--- config.mk ---
export PLATFORM = sky130hd
export DESIGN_NAME = rrp_online_add
export DESIGN_NICKNAME = d
export VERILOG_FILES = /design/src/rtl/rrp_online_add_pkg.sv /design/src/rtl/rrp_online_add_digit_tw.sv /design/src/rtl/rrp_online_add.sv
export SDC_FILE = /design/constraint.sdc
export NUM_CORES = 1
export LEC_CHECK = 0
export ABC_AREA = 1
export BUFFER_PORTS_ARGS = -buffer_cell sky130_fd_sc_hd__buf_2
export CELL_PAD_IN_SITES_DETAIL_PLACEMENT = 0
export CELL_PAD_IN_SITES_GLOBAL_PLACEMENT = 1
export CORE_MARGIN = 2
export CORE_UTILIZATION = 43
export CTS_CLUSTER_DIAMETER = 30
export DETAILED_ROUTE_END_ITERATION = 8
export HOLD_SLACK_MARGIN = 0.03
export PLACE_DENSITY = 0.87
export SYNTH_ARGS = -nofsm -noshare
export SYNTH_HDL_FRONTEND = slang
export SYNTH_HIERARCHICAL = 1
export SYNTH_SLANG_ARGS = --single-unit
--- constraint.sdc ---
create_clock -name clock -period 9.5 [get_ports clock]
set_clock_uncertainty 0.1 [all_clocks]
set_input_delay 1.9 -clock clock [delete_from_list [all_inputs] [get_ports clock]]
set_output_delay 1.9 -clock clock [all_outputs]
set_load 0.01 [all_outputs]
--- src/rtl/rrp_online_add_pkg.sv ---
// rtl/rrp_online_add_pkg.sv - shared types and helpers for the MSD-first online adder
package rrp_online_add_pkg;

  function automatic int digit_bits(input int radix);
    return $clog2(radix) + 1;
  endfunction

  localparam int RADIX_DEF = 4;
  localparam int A = RADIX_DEF - 1;

  typedef enum logic [1:0] {IDLE, RUN, FLUSH} state_e;

endpackage

--- src/rtl/rrp_online_add_digit_tw.sv ---
// rtl/rrp_online_add_digit_tw.sv - per-digit transfer/residual split of x +/- y
module rrp_online_add_digit_tw
  import rrp_online_add_pkg::*;
#(
  parameter int RADIX = 4,
  parameter int D     = digit_bits(RADIX)
) (
  input  logic [D-1:0]       x_i,
  input  logic [D-1:0]       y_i,
  input  logic               sub_i,
  output logic signed [1:0]  t_o,
  output logic [D-1:0]       w_o
);

  localparam int PW = D + 2;
  localparam logic signed [PW-1:0] A_S = PW'(RADIX - 1);
  localparam logic [D-1:0]         R_D = D'(RADIX);

  logic signed [PW-1:0] xe, ye, p;

  assign xe = {{2{x_i[D-1]}}, x_i};
  assign ye = {{2{y_i[D-1]}}, y_i};
  assign p  = sub_i ? (xe - ye) : (xe + ye);

  // w always fits D bits, so the low D bits of p adjusted modulo 2^D are exact
  always_comb begin
    t_o = 2'sd0;
    w_o = p[D-1:0];
    if (p >= A_S) begin
      t_o = 2'sd1;
      w_o = p[D-1:0] - R_D;
    end else if (p <= -A_S) begin
      t_o = -2'sd1;
      w_o = p[D-1:0] + R_D;
    end
  end

endmodule

--- src/rtl/rrp_online_add.sv ---
// rtl/rrp_online_add.sv - digit-serial MSD-first signed-digit adder/subtractor, online delay 1
module rrp_online_add
  import rrp_online_add_pkg::*;
#(
  parameter int RADIX = 4,
  parameter int WIDTH = 6,
  localparam int D    = digit_bits(RADIX),
  localparam int CW   = $clog2(WIDTH + 1)
) (
  input  logic         clock,
  input  logic         reset_n,
  input  logic         valid_in,
  output logic         ready_out,
  input  logic [D-1:0] x_in,
  input  logic [D-1:0] y_in,
  input  logic         sub_in,
  output logic         valid_out,
  output logic [D-1:0] s_out,
  output logic         first_out,
  output logic         last_out
);

  state_e          state_q, state_d;
  logic [CW-1:0]   cnt_q, cnt_d;
  logic            sub_q, sub_d;
  logic [D-1:0]    w_q, w_d;
  logic            valid_q, valid_d, first_q, first_d, last_q, last_d;
  logic [D-1:0]    s_q, s_d;

  logic            accept, sub_eff;
  logic signed [1:0] t;
  logic [D-1:0]    w, t_ext;

  assign ready_out = (state_q != FLUSH);
  assign accept    = valid_in & ready_out;
  assign sub_eff   = (state_q == IDLE) ? sub_in : sub_q;
  assign t_ext     = {{(D-2){t[1]}}, t};

  rrp_online_add_digit_tw #(.RADIX(RADIX), .D(D)) u_tw (
    .x_i   (x_in),
    .y_i   (y_in),
    .sub_i (sub_eff),
    .t_o   (t),
    .w_o   (w)
  );

  // Output sums stay within [-A,A], so D-bit modular addition is exact
  always_comb begin
    state_d = state_q;
    cnt_d   = cnt_q;
    sub_d   = sub_q;
    w_d     = w_q;
    valid_d = 1'b0;
    s_d     = '0;
    first_d = 1'b0;
    last_d  = 1'b0;
    case (state_q)
      IDLE: begin
        if (accept) begin
          sub_d   = sub_in;
          cnt_d   = CW'(1);
          w_d     = w;
          valid_d = 1'b1;
          s_d     = t_ext;
          first_d = 1'b1;
          state_d = RUN;
        end
      end
      RUN: begin
        if (accept) begin
          s_d     = w_q + t_ext;
          w_d     = w;
          valid_d = 1'b1;
          cnt_d   = cnt_q + CW'(1);
          if (cnt_q == CW'(WIDTH - 1)) state_d = FLUSH;
        end
      end
      FLUSH: begin
        s_d     = w_q;
        valid_d = 1'b1;
        last_d  = 1'b1;
        w_d     = '0;
        cnt_d   = '0;
        state_d = IDLE;
      end
      default: state_d = IDLE;
    endcase
  end

  always_ff @(posedge clock or negedge reset_n) begin
    if (!reset_n) begin
      state_q <= IDLE;
      cnt_q   <= '0;
      sub_q   <= 1'b0;
      w_q     <= '0;
      valid_q <= 1'b0;
      s_q     <= '0;
      first_q <= 1'b0;
      last_q  <= 1'b0;
    end else begin
      state_q <= state_d;
      cnt_q   <= cnt_d;
      sub_q   <= sub_d;
      w_q     <= w_d;
      valid_q <= valid_d;
      s_q     <= s_d;
      first_q <= first_d;
      last_q  <= last_d;
    end
  end

  assign valid_out = valid_q;
  assign s_out     = s_q;
  assign first_out = first_q;
  assign last_out  = last_q;

endmodule
==> results.json, run 1 <==
{
  "die_y_um": 55.0,
  "n_fill_cell": 262,
  "cp-start-kind": "input port",
  "crit_buf_inv": 5,
  "relSlewSlack_pct": 68.5,
  "final_hold_viol_count": 0,
  "grt_overflow": 0,
  "max_stage_delay_ps": 470,
  "via_per_inst": 4.79,
  "cts_setup_buffers": 0,
  "fin_tns_setup_ps": 0,
  "end_kind": "flip-flop",
  "synth-xor-area-share_pct": 1.56,
  "cts.sinks": 15,
  "worstReg2RegStart": "state_q[1]$_DFFE_PN0P_",
  "rows": 18,
  "cts_buffers": 3,
  "drt-wirelength-per-cell_um": 10.2,
  "num_vias": 957,
  "ys_seq_area_share_pct": 33.5,
  "post-dp-hpwl_mm": 1.72,
  "setup_viol": 0,
  "syn_to_final_growth_pct": 12.8,
  "drt_iter0_drc": 10,
  "critical_path_depth": 21,
  "yosysTopAreaCellShare_pct": 33.5,
  "powerDensity_nw_per_um2": 310,
  "die_w_um": 55.0,
  "r2r-end": "s_out[1]$_DFF_PN0_",
  "dp_slack_ps": 4690,
  "cts_max_level": 1,
  "yosysMostFrequentCell": "nand2_1",
  "synth-edff-count": 0,
  "totalWireLength_mm": 2.05,
  "grt_usage_pct": 17.1,
  "finalWorstSetupSlack_ps": 5040,
  "synthArstFlopShare_pct": 100,
  "syn_avg_cell_area_um2": 7.47,
  "reg2reg_depth": 22,
  "initial_core_util_pct": 45.2,
  "drv_slew": 0,
  "diodes": 0,
  "grt_max_degree": 16,
  "crit_family": "adder cells",
  "hold_path_depth": 1,
  "drive_gt1_share_pct": 20.0,
  "worstSkewPairLatency_ps": 280,
  "synth_mux_area_share_pct": 0,
  "synth_warnings": 6,
  "synth_seq_cells": 15,
  "outcome": "complete, no violations",
  "period_share_pct": 46.9,
  "worstHoldStart": "sub_q$_DFFE_PN0P_",
  "max-cap-violations": 0,
  "cp.arrival_ps": 4530,
  "power.total_mw": 0.392,
  "antenna_found_initial": 0,
  "fin_area_um2": 1260,
  "syn_inst": 150,
  "crit_chain": "buf_2 > inv_1 > o21ai_0 > inv_1 > nand2_1 > nand2_2 > o21ai_0 > ha_1 > nand2_1 > nand2_1 > a21oi_2 > nand3_1 > nand2_1 > nand2_1 > nand2_1 > ha_1 > inv_1 > fa_1 > inv_1 > nand2_1 > a31oi_1",
  "synth_simple_gate_area_share_pct": 27.4,
  "synth_cell_types": 21,
  "netlist_top_cells_area": "dfrtp_1 34%, nand2_1 13%, ha_1 12%, inv_1 10%, nand3_1 6.3%",
  "grt_pass1_wl_mm": 3.70,
  "worstSetupStartpoint": "sub_in",
  "placed_area_um2": 1240,
  "route.detailed.drc": 0,
  "io_buffers": 16,
  "crit_path_frequent_cell": "nand2_1",
  "cts_resized": 0,
  "netlist_area_um2": 1120,
  "cp.required_ps": 9570,
  "core_area_um2": 2480,
  "clockRootBuffer": "clkbuf_4",
  "dr.pass1.iters": 5,
  "ios": 17,
  "rsz0062_at_grt": "no",
  "crit_path_top_delay_cell": "fa_1",
  "worst-path-max-fanout": 5,
  "cts_tree": "done",
  "irDropWorstVdd_uv": 176,
  "place_congestion": 0.802,
  "clk_pin_slew_ps": 90,
  "synth-compound-area-share_pct": 10.3,
  "hold_class": "reg2reg",
  "postSynthNetCount": 173,
  "synth_top_family_by_area": "simple AND/OR/NAND/NOR gates",
  "reg2reg_slack_ps": 5850,
  "crit_end": "s_out[1]$_DFF_PN0_",
  "fmax_mhz": 224,
  "postRouteAntennaNets": 0,
  "leakage_nw": 0.723,
  "synth_adder_area_share_pct": 15.9,
  "synth_common_cells": "40 x nand2_1, 30 x inv_1, 15 x dfrtp_1",
  "fin_crit_ps": 4460,
  "dieArea_um2": 3030,
  "worstSetupPathType": "in2reg",
  "nets": 194,
  "grt_pass1_vias": 895,
  "cts.hold.buffers_added": 0,
  "yosysTopAreaCell": "dfrtp_1",
  "max_slew.worst_pin.slew_ps": 468,
  "ctsLongestPathBuffers": 2,
  "synth_flop_cell": "dfrtp_1"
}
[how the worst min path moves through the flow]
| stage | end | slack, ps |
|---|---|---|
| global route | sub_q$_DFFE_PN0P_ | 440 |
| detailed placement | sub_q$_DFFE_PN0P_ | 400 |
| floorplan | sub_q$_DFFE_PN0P_ | 360 |
| global placement | sub_q$_DFFE_PN0P_ | 370 |
| CTS | sub_q$_DFFE_PN0P_ | 420 |
| finish | sub_q$_DFFE_PN0P_ | 410 |
[per-layer routing]
metal | vias up | routed length, µm | track usage, %
met2 | 21 | 948 | 28.6
met5 | - | 0 | 0
met3 | 0 | 99 | 5.65
met1 | 430 | 998 | 21.6
met4 | 0 | 0 | 3.66
li1 | 506 | - | -
[cell type report]
class | instances | area, µm² | area share, %
multi-input combinational | 101 | 617 | 48.8
inverter | 34 | 128 | 10.1
clock buffer | 4 | 26.3 | 2.08
timing repair buffer | 16 | 80.1 | 6.34
sequential | 15 | 375 | 29.7
tap | 30 | 37.5 | 2.97
[logic make-up (layout without fill, tap and decap cells)]
logic type / Yosys count / in the layout
adder cells (fa/ha/maj): 13 / 13
buffers and inverters: 34 / 54
AND/OR/NAND/NOR: 66 / 66
XOR/XNOR: 2 / 2
flip-flops: 15 / 15
AO/OA/AOI/OAI: 20 / 20
[flip-flops by register name (all words and copies together) (netlist names)]
register and count:
state_q 2, last_out 1, first_out 1, sub_q 1, valid_out 1, w_q 3, cnt_q 3, s_out 3
[report_power, final]
group	switching [mW]	leakage [nW]	internal, mW	total, mW
Clock	0.0198	0.0150	0.0163	0.0361
Combinational	0.156	0.518	0.0931	0.249
Sequential	0.0176	0.190	0.0892	0.107
[placed cells by master, fill, tap and decap left out]
| cell type | Yosys | final |
|---|---|---|
| a21oi_2 | 1 | 1 |
| o21a_1 | 1 | 1 |
| nand3_2 | 1 | 1 |
| nand3_1 | 14 | 14 |
| nand2_4 | 1 | 1 |
| inv_1 | 30 | 30 |
| clkbuf_4 | 0 | 3 |
| fa_1 | 2 | 2 |
| nand4_1 | 1 | 1 |
| nor2_1 | 3 | 3 |
| o21ai_2 | 2 | 2 |
| o21ai_1 | 8 | 8 |
| ha_1 | 11 | 11 |
| o21ai_0 | 6 | 6 |
| dfrtp_1 | 15 | 15 |
| clkbuf_1 | 0 | 1 |
| a21oi_1 | 1 | 1 |
| nand2_1 | 40 | 40 |
| buf_2 | 0 | 16 |
| a31oi_1 | 1 | 1 |
| xor2_1 | 2 | 2 |
| nand2_2 | 4 | 4 |
| nor2_4 | 2 | 2 |
| inv_2 | 4 | 4 |
[stage by stage]
step | hold slack, ps | std cells | utilization, %
floorplan | 364 | 150 | -
global placement | 373 | 196 | 49.9
detailed placement | 397 | 196 | 49.9
CTS | 418 | 200 | 51.0
global route | 440 | 200 | 51.0
finish | 412 | 200 | 51.0
Note: power is estimated with default switching activity, not from simulation.
==> run 2: changes to the inputs <==
- CORE_UTILIZATION: 43 -> 36
- PLACE_DENSITY: 0.87 -> 0.79
- clock period: 9.5 -> 4 ns (I/O delays scaled with it)
==> results.json, run 2 (synthesized netlist as in run 1, its figures left out) <==
{
  "outcome": "complete, no violations",
  "relSlewSlack_pct": 77.5,
  "cts_resized": 0,
  "ios": 17,
  "grt_pass1_vias": 891,
  "crit_chain": "inv_1 > ha_1 > inv_1 > o21ai_1 > inv_1 > nand2_1 > nand2_2 > o21ai_0 > ha_1 > nand2_1 > nand2_1 > a21oi_2 > nand3_1 > nand2_1 > nand2_1 > nand2_1 > ha_1 > inv_1 > fa_1 > inv_1 > nand2_1 > a31oi_1",
  "n_fill_cell": 318,
  "max-cap-violations": 0,
  "grt_overflow": 0,
  "antenna_found_initial": 0,
  "fin_tns_setup_ps": 0,
  "routed-wl-met3_um": 99,
  "layout_commonest_cell": "nand2_1",
  "drive_gt1_share_pct": 20.6,
  "route.detailed.drc": 0,
  "cts.hold.buffers_added": 0,
  "crit_path_top_delay_cell": "fa_1",
  "ctsLongestPathBuffers": 2,
  "core_area_um2": 3000,
  "fmax_mhz": 280,
  "die_y_um": 59.8,
  "cp.arrival_ps": 3640,
  "cp.required_ps": 4080,
  "cp-start-kind": "flip-flop",
  "via_per_inst": 4.68,
  "drv_slew": 0,
  "diodes": 0,
  "met1Wirelength_mm": 1.00,
  "fin_crit_ps": 3570,
  "finalWorstSetupSlack_ps": 435,
  "worst-path-max-fanout": 6,
  "crit_path_frequent_cell": "nand2_1",
  "num_vias": 951,
  "worstSkewPairLatency_ps": 290,
  "max_stage_delay_ps": 480,
  "dp_slack_ps": 282,
  "end_kind": "flip-flop",
  "dieArea_um2": 3570,
  "grt_usage_pct": 13.6,
  "place_congestion": 0.740,
  "rows": 20,
  "multi_input_area_um2": 617,
  "cts_setup_buffers": 0,
  "hold_class": "in2async",
  "io_buffers": 16,
  "nets": 194,
  "syn_to_final_growth_pct": 13.3,
  "final-seq-area_um2": 375,
  "cts_buffers": 3,
  "post-dp-hpwl_mm": 1.72,
  "cts_tree": "done",
  "placed_area_um2": 1240,
  "worstSetupPathType": "reg2reg",
  "drt_iter0_drc": 24,
  "leakage_nw": 0.726,
  "period_share_pct": 89.1,
  "irDropWorstVdd_uv": 316,
  "drt-wirelength-per-cell_um": 10.1,
  "totalWireLength_mm": 2.04,
  "powerDensity_nw_per_um2": 741,
  "clk_pin_slew_ps": 90,
  "layout_common_cells": "40 x nand2_1, 30 x inv_1, 16 x buf_2",
  "dr.max_layer_used": "met4",
  "max_slew.worst_pin.slew_ps": 334,
  "initial_core_util_pct": 37.3,
  "setup_viol": 0,
  "grt_max_degree": 16,
  "grt_pass1_wl_mm": 3.68,
  "die_w_um": 59.8,
  "clockRootBuffer": "clkbuf_4",
  "dr_wl_met2_um": 912,
  "postRouteAntennaNets": 0,
  "dr.pass1.iters": 5,
  "cts.sinks": 15,
  "final_hold_viol_count": 0,
  "rsz0062_at_grt": "no",
  "cts_max_level": 1,
  "fin_area_um2": 1270
}
run 2: cell count changes in the layout (fill, tap and decap cells not counted), sizes merged:
cell | before | now
clkbuf | 4 | 3
clkinv | 0 | 1
run 2: final cells by class:
| cell class | count | area share (%) |
|---|---|---|
| Timing Repair Buffer | 16 | 6.31 |
| Clock inverter | 1 | 0.394 |
| Inverter | 34 | 10.1 |
| Multi-Input combinational cell | 101 | 48.6 |
| Sequential cell | 15 | 29.6 |
| Tap cell | 33 | 3.25 |
| Clock buffer | 3 | 1.78 |
run 2: where the power goes:
part | internal [mW] | switching, mW
combinational | 0.225 | 0.380
clock | 0.0372 | 0.0482
sequential | 0.212 | 0.0379
run 2: worst paths after layout:
kind / from / end / slack, ps / cells past startpoint
worst max-delay path: state_q[1]$_DFFE_PN0P_ / s_out[1]$_DFF_PN0_ / 430 / 22
worst min-delay path: reset_n / last_out$_DFF_PN0_ / 300 / 1
worst max register to register: state_q[1]$_DFFE_PN0P_ / s_out[1]$_DFF_PN0_ / 430 / 22
worst min register to register: sub_q$_DFFE_PN0P_ / sub_q$_DFFE_PN0P_ / 410 / 1
max in group asynchronous: reset_n / sub_q$_DFFE_PN0P_ / 3250 / 1
min in group clock: sub_q$_DFFE_PN0P_ / sub_q$_DFFE_PN0P_ / 410 / 1
run 2: worst max-delay path, delay by kind of cell, from the launching register on:
kind,cells,cell delay [ps]
compound gates,4,660
buf+inv,5,380
fa+ha+maj,4,1130
flops,1,450
simple gates,9,730
run 2: per-layer routing:
| layer | vias up | GRT usage (%) |
|---|---|---|
| met5 | - | 0 |
| met4 | 0 | 4.76 |
| met3 | 2 | 3.90 |
| met2 | 20 | 22.0 |
| met1 | 426 | 17.3 |
| li1 | 503 | - |
run 2: stage by stage:
step | std cells | total power, mW | utilization, % | hold WS [ps]
after floorplan | 150 | 0.721 | - | 364
after global placement | 199 | 0.840 | 41.3 | 372
after detailed placement | 199 | 0.860 | 41.3 | 397
after CTS | 203 | 0.950 | 42.3 | 305
after global routing | 203 | 1.06 | 42.3 | 298
final | 203 | 0.940 | 42.3 | 297
==> run 3: changes to the inputs <==
- RECOVER_POWER: not set -> 25
- SLEW_MARGIN: not set -> 0
==> results.json, run 3 (synthesized netlist as in run 1, its figures left out) <==
{
  "syn_to_final_growth_pct": 13.2,
  "hold_path_depth": 1,
  "drive_gt1_share_pct": 20.0,
  "max-cap-violations": 0,
  "cts_setup_buffers": 0,
  "clk_pin_slew_ps": 90,
  "end_kind": "flip-flop",
  "grt_overflow": 0,
  "period_share_pct": 89.1,
  "worstSetupPathType": "reg2reg",
  "io_buffers": 16,
  "reg2reg_depth": 22,
  "reg2reg_slack_ps": 430,
  "worst-path-max-fanout": 6,
  "leakage_nw": 0.723,
  "cp.arrival_ps": 3640,
  "nets": 194,
  "outcome": "complete, no violations",
  "place_congestion": 0.740,
  "relSlewSlack_pct": 47.7,
  "worstSetupStartpoint": "state_q[1]$_DFFE_PN0P_",
  "cts_tree": "done",
  "initial_core_util_pct": 37.3,
  "grt_max_degree": 16,
  "postRouteAntennaNets": 0,
  "cts_max_level": 1,
  "num_vias": 951,
  "cp-start-kind": "flip-flop",
  "power.total_mw": 0.940,
  "grt_pass1_wl_mm": 3.68,
  "clockRootBuffer": "clkbuf_4",
  "hold_class": "reg2reg",
  "worstSkewPairLatency_ps": 290,
  "ctsLongestPathBuffers": 2,
  "layout_common_cells": "40 x nand2_1, 30 x inv_1, 15 x dfrtp_1, 15 x buf_2, 14 x nand3_1",
  "grt_usage_pct": 13.6,
  "ios": 17,
  "grt_pass1_vias": 891,
  "irDropWorstVdd_uv": 316,
  "worstReg2RegStart": "state_q[1]$_DFFE_PN0P_",
  "drt_iter0_drc": 24,
  "drt-wirelength-per-cell_um": 10.0,
  "fmax_mhz": 280,
  "fin_tns_setup_ps": 0,
  "cts.sinks": 15,
  "antenna_found_initial": 0,
  "final_hold_viol_count": 0,
  "post-route-util_pct": 42.2,
  "die_y_um": 59.8,
  "die_w_um": 59.8,
  "dieArea_um2": 3570,
  "post-dp-hpwl_mm": 1.72,
  "rsz0062_at_grt": "no",
  "hold_path_end": "sub_q$_DFFE_PN0P_",
  "route.detailed.drc": 0,
  "cts_buffers": 3,
  "cp.required_ps": 4080,
  "worstHoldStart": "sub_q$_DFFE_PN0P_",
  "core_area_um2": 3000,
  "cts.hold.buffers_added": 0,
  "powerDensity_nw_per_um2": 741,
  "fin_crit_ps": 3570,
  "totalWireLength_mm": 2.04,
  "cts_resized": 0,
  "setup_viol": 0,
  "dr.pass1.iters": 5,
  "max_slew.worst_pin.slew_ps": 785,
  "rows": 20,
  "drv_slew": 0,
  "diodes": 0,
  "r2r-end": "s_out[1]$_DFF_PN0_",
  "via_per_inst": 4.68,
  "layout_commonest_cell": "nand2_1"
}
[run 3: cell types whose count changed in the layout (fill, tap and decap cells not counted), sizes merged]
cell / previous run / this run
buf: 16 / 15
clkbuf: 3 / 4
[run 3: worst max-delay path: stages (launching register included)]
cell,delay (ps)
dfrtp_1,450
inv_1,100
ha_1,210
inv_1,120
o21ai_1,300
inv_1,70
nand2_1,70
nand2_2,80
o21ai_0,170
ha_1,290
nand2_1,100
nand2_1,70
a21oi_2,130
nand3_1,90
nand2_1,90
nand2_1,70
nand2_1,110
ha_1,150
inv_1,50
fa_1,480
inv_1,40
nand2_1,50
a31oi_1,60
[run 3: cell type report]
cell class	instances	area [µm²]
multi-input combinational	101	617
fill	318	1740
clock buffer	3	22.5
tap	33	41.3
inverter	34	128
clock inverter	1	5.00
timing repair buffer	16	78.8
sequential	15	375
[run 3: worst max path at each step]
stage	to	cells after the start	slack, ps
after floorplan	s_out[1]$_DFF_PN0_	20	690
after detailed placement	s_out[1]$_DFF_PN0_	16	280
final	s_out[1]$_DFF_PN0_	22	430
after CTS	s_out[1]$_DFF_PN0_	16	270
after global placement	s_out[1]$_DFF_PN0_	15	360
after global routing	s_out[2]$_DFF_PN0_	22	50
[run 3: metrics by stage]
| stage | hold WS (ps) | instances | area (µm²) | setup WS, ps |
|---|---|---|---|---|
| 2_1_floorplan | 364 | 150 | 1120 | 686 |
| 3_3_place_gp | 372 | 199 | 1240 | 361 |
| 3_5_place_dp | 397 | 199 | 1240 | 282 |
| 4_1_cts | 305 | 203 | 1270 | 266 |
| 5_1_grt | 439 | 203 | 1270 | 50.0 |
| 6_report | 411 | 203 | 1270 | 435 |
[run 3: report_power, final]
| part | switching (mW) | total [mW] | leakage, nW | internal (mW) |
|---|---|---|---|---|
| sequential | 0.0379 | 0.250 | 0.190 | 0.212 |
| clock | 0.0482 | 0.0854 | 0.0177 | 0.0372 |
| combinational | 0.380 | 0.605 | 0.515 | 0.225 |
| total | 0.466 | 0.940 | 0.723 | 0.474 |
[run 3: metal layers]
layer / GRT usage, % / routed length, µm / vias up
met5: 0 / 0 / -
met4: 4.76 / 29 / 0
met3: 3.90 / 99 / 2
met2: 22.0 / 912 / 20
met1: 17.3 / 998 / 426
li1: - / - / 503
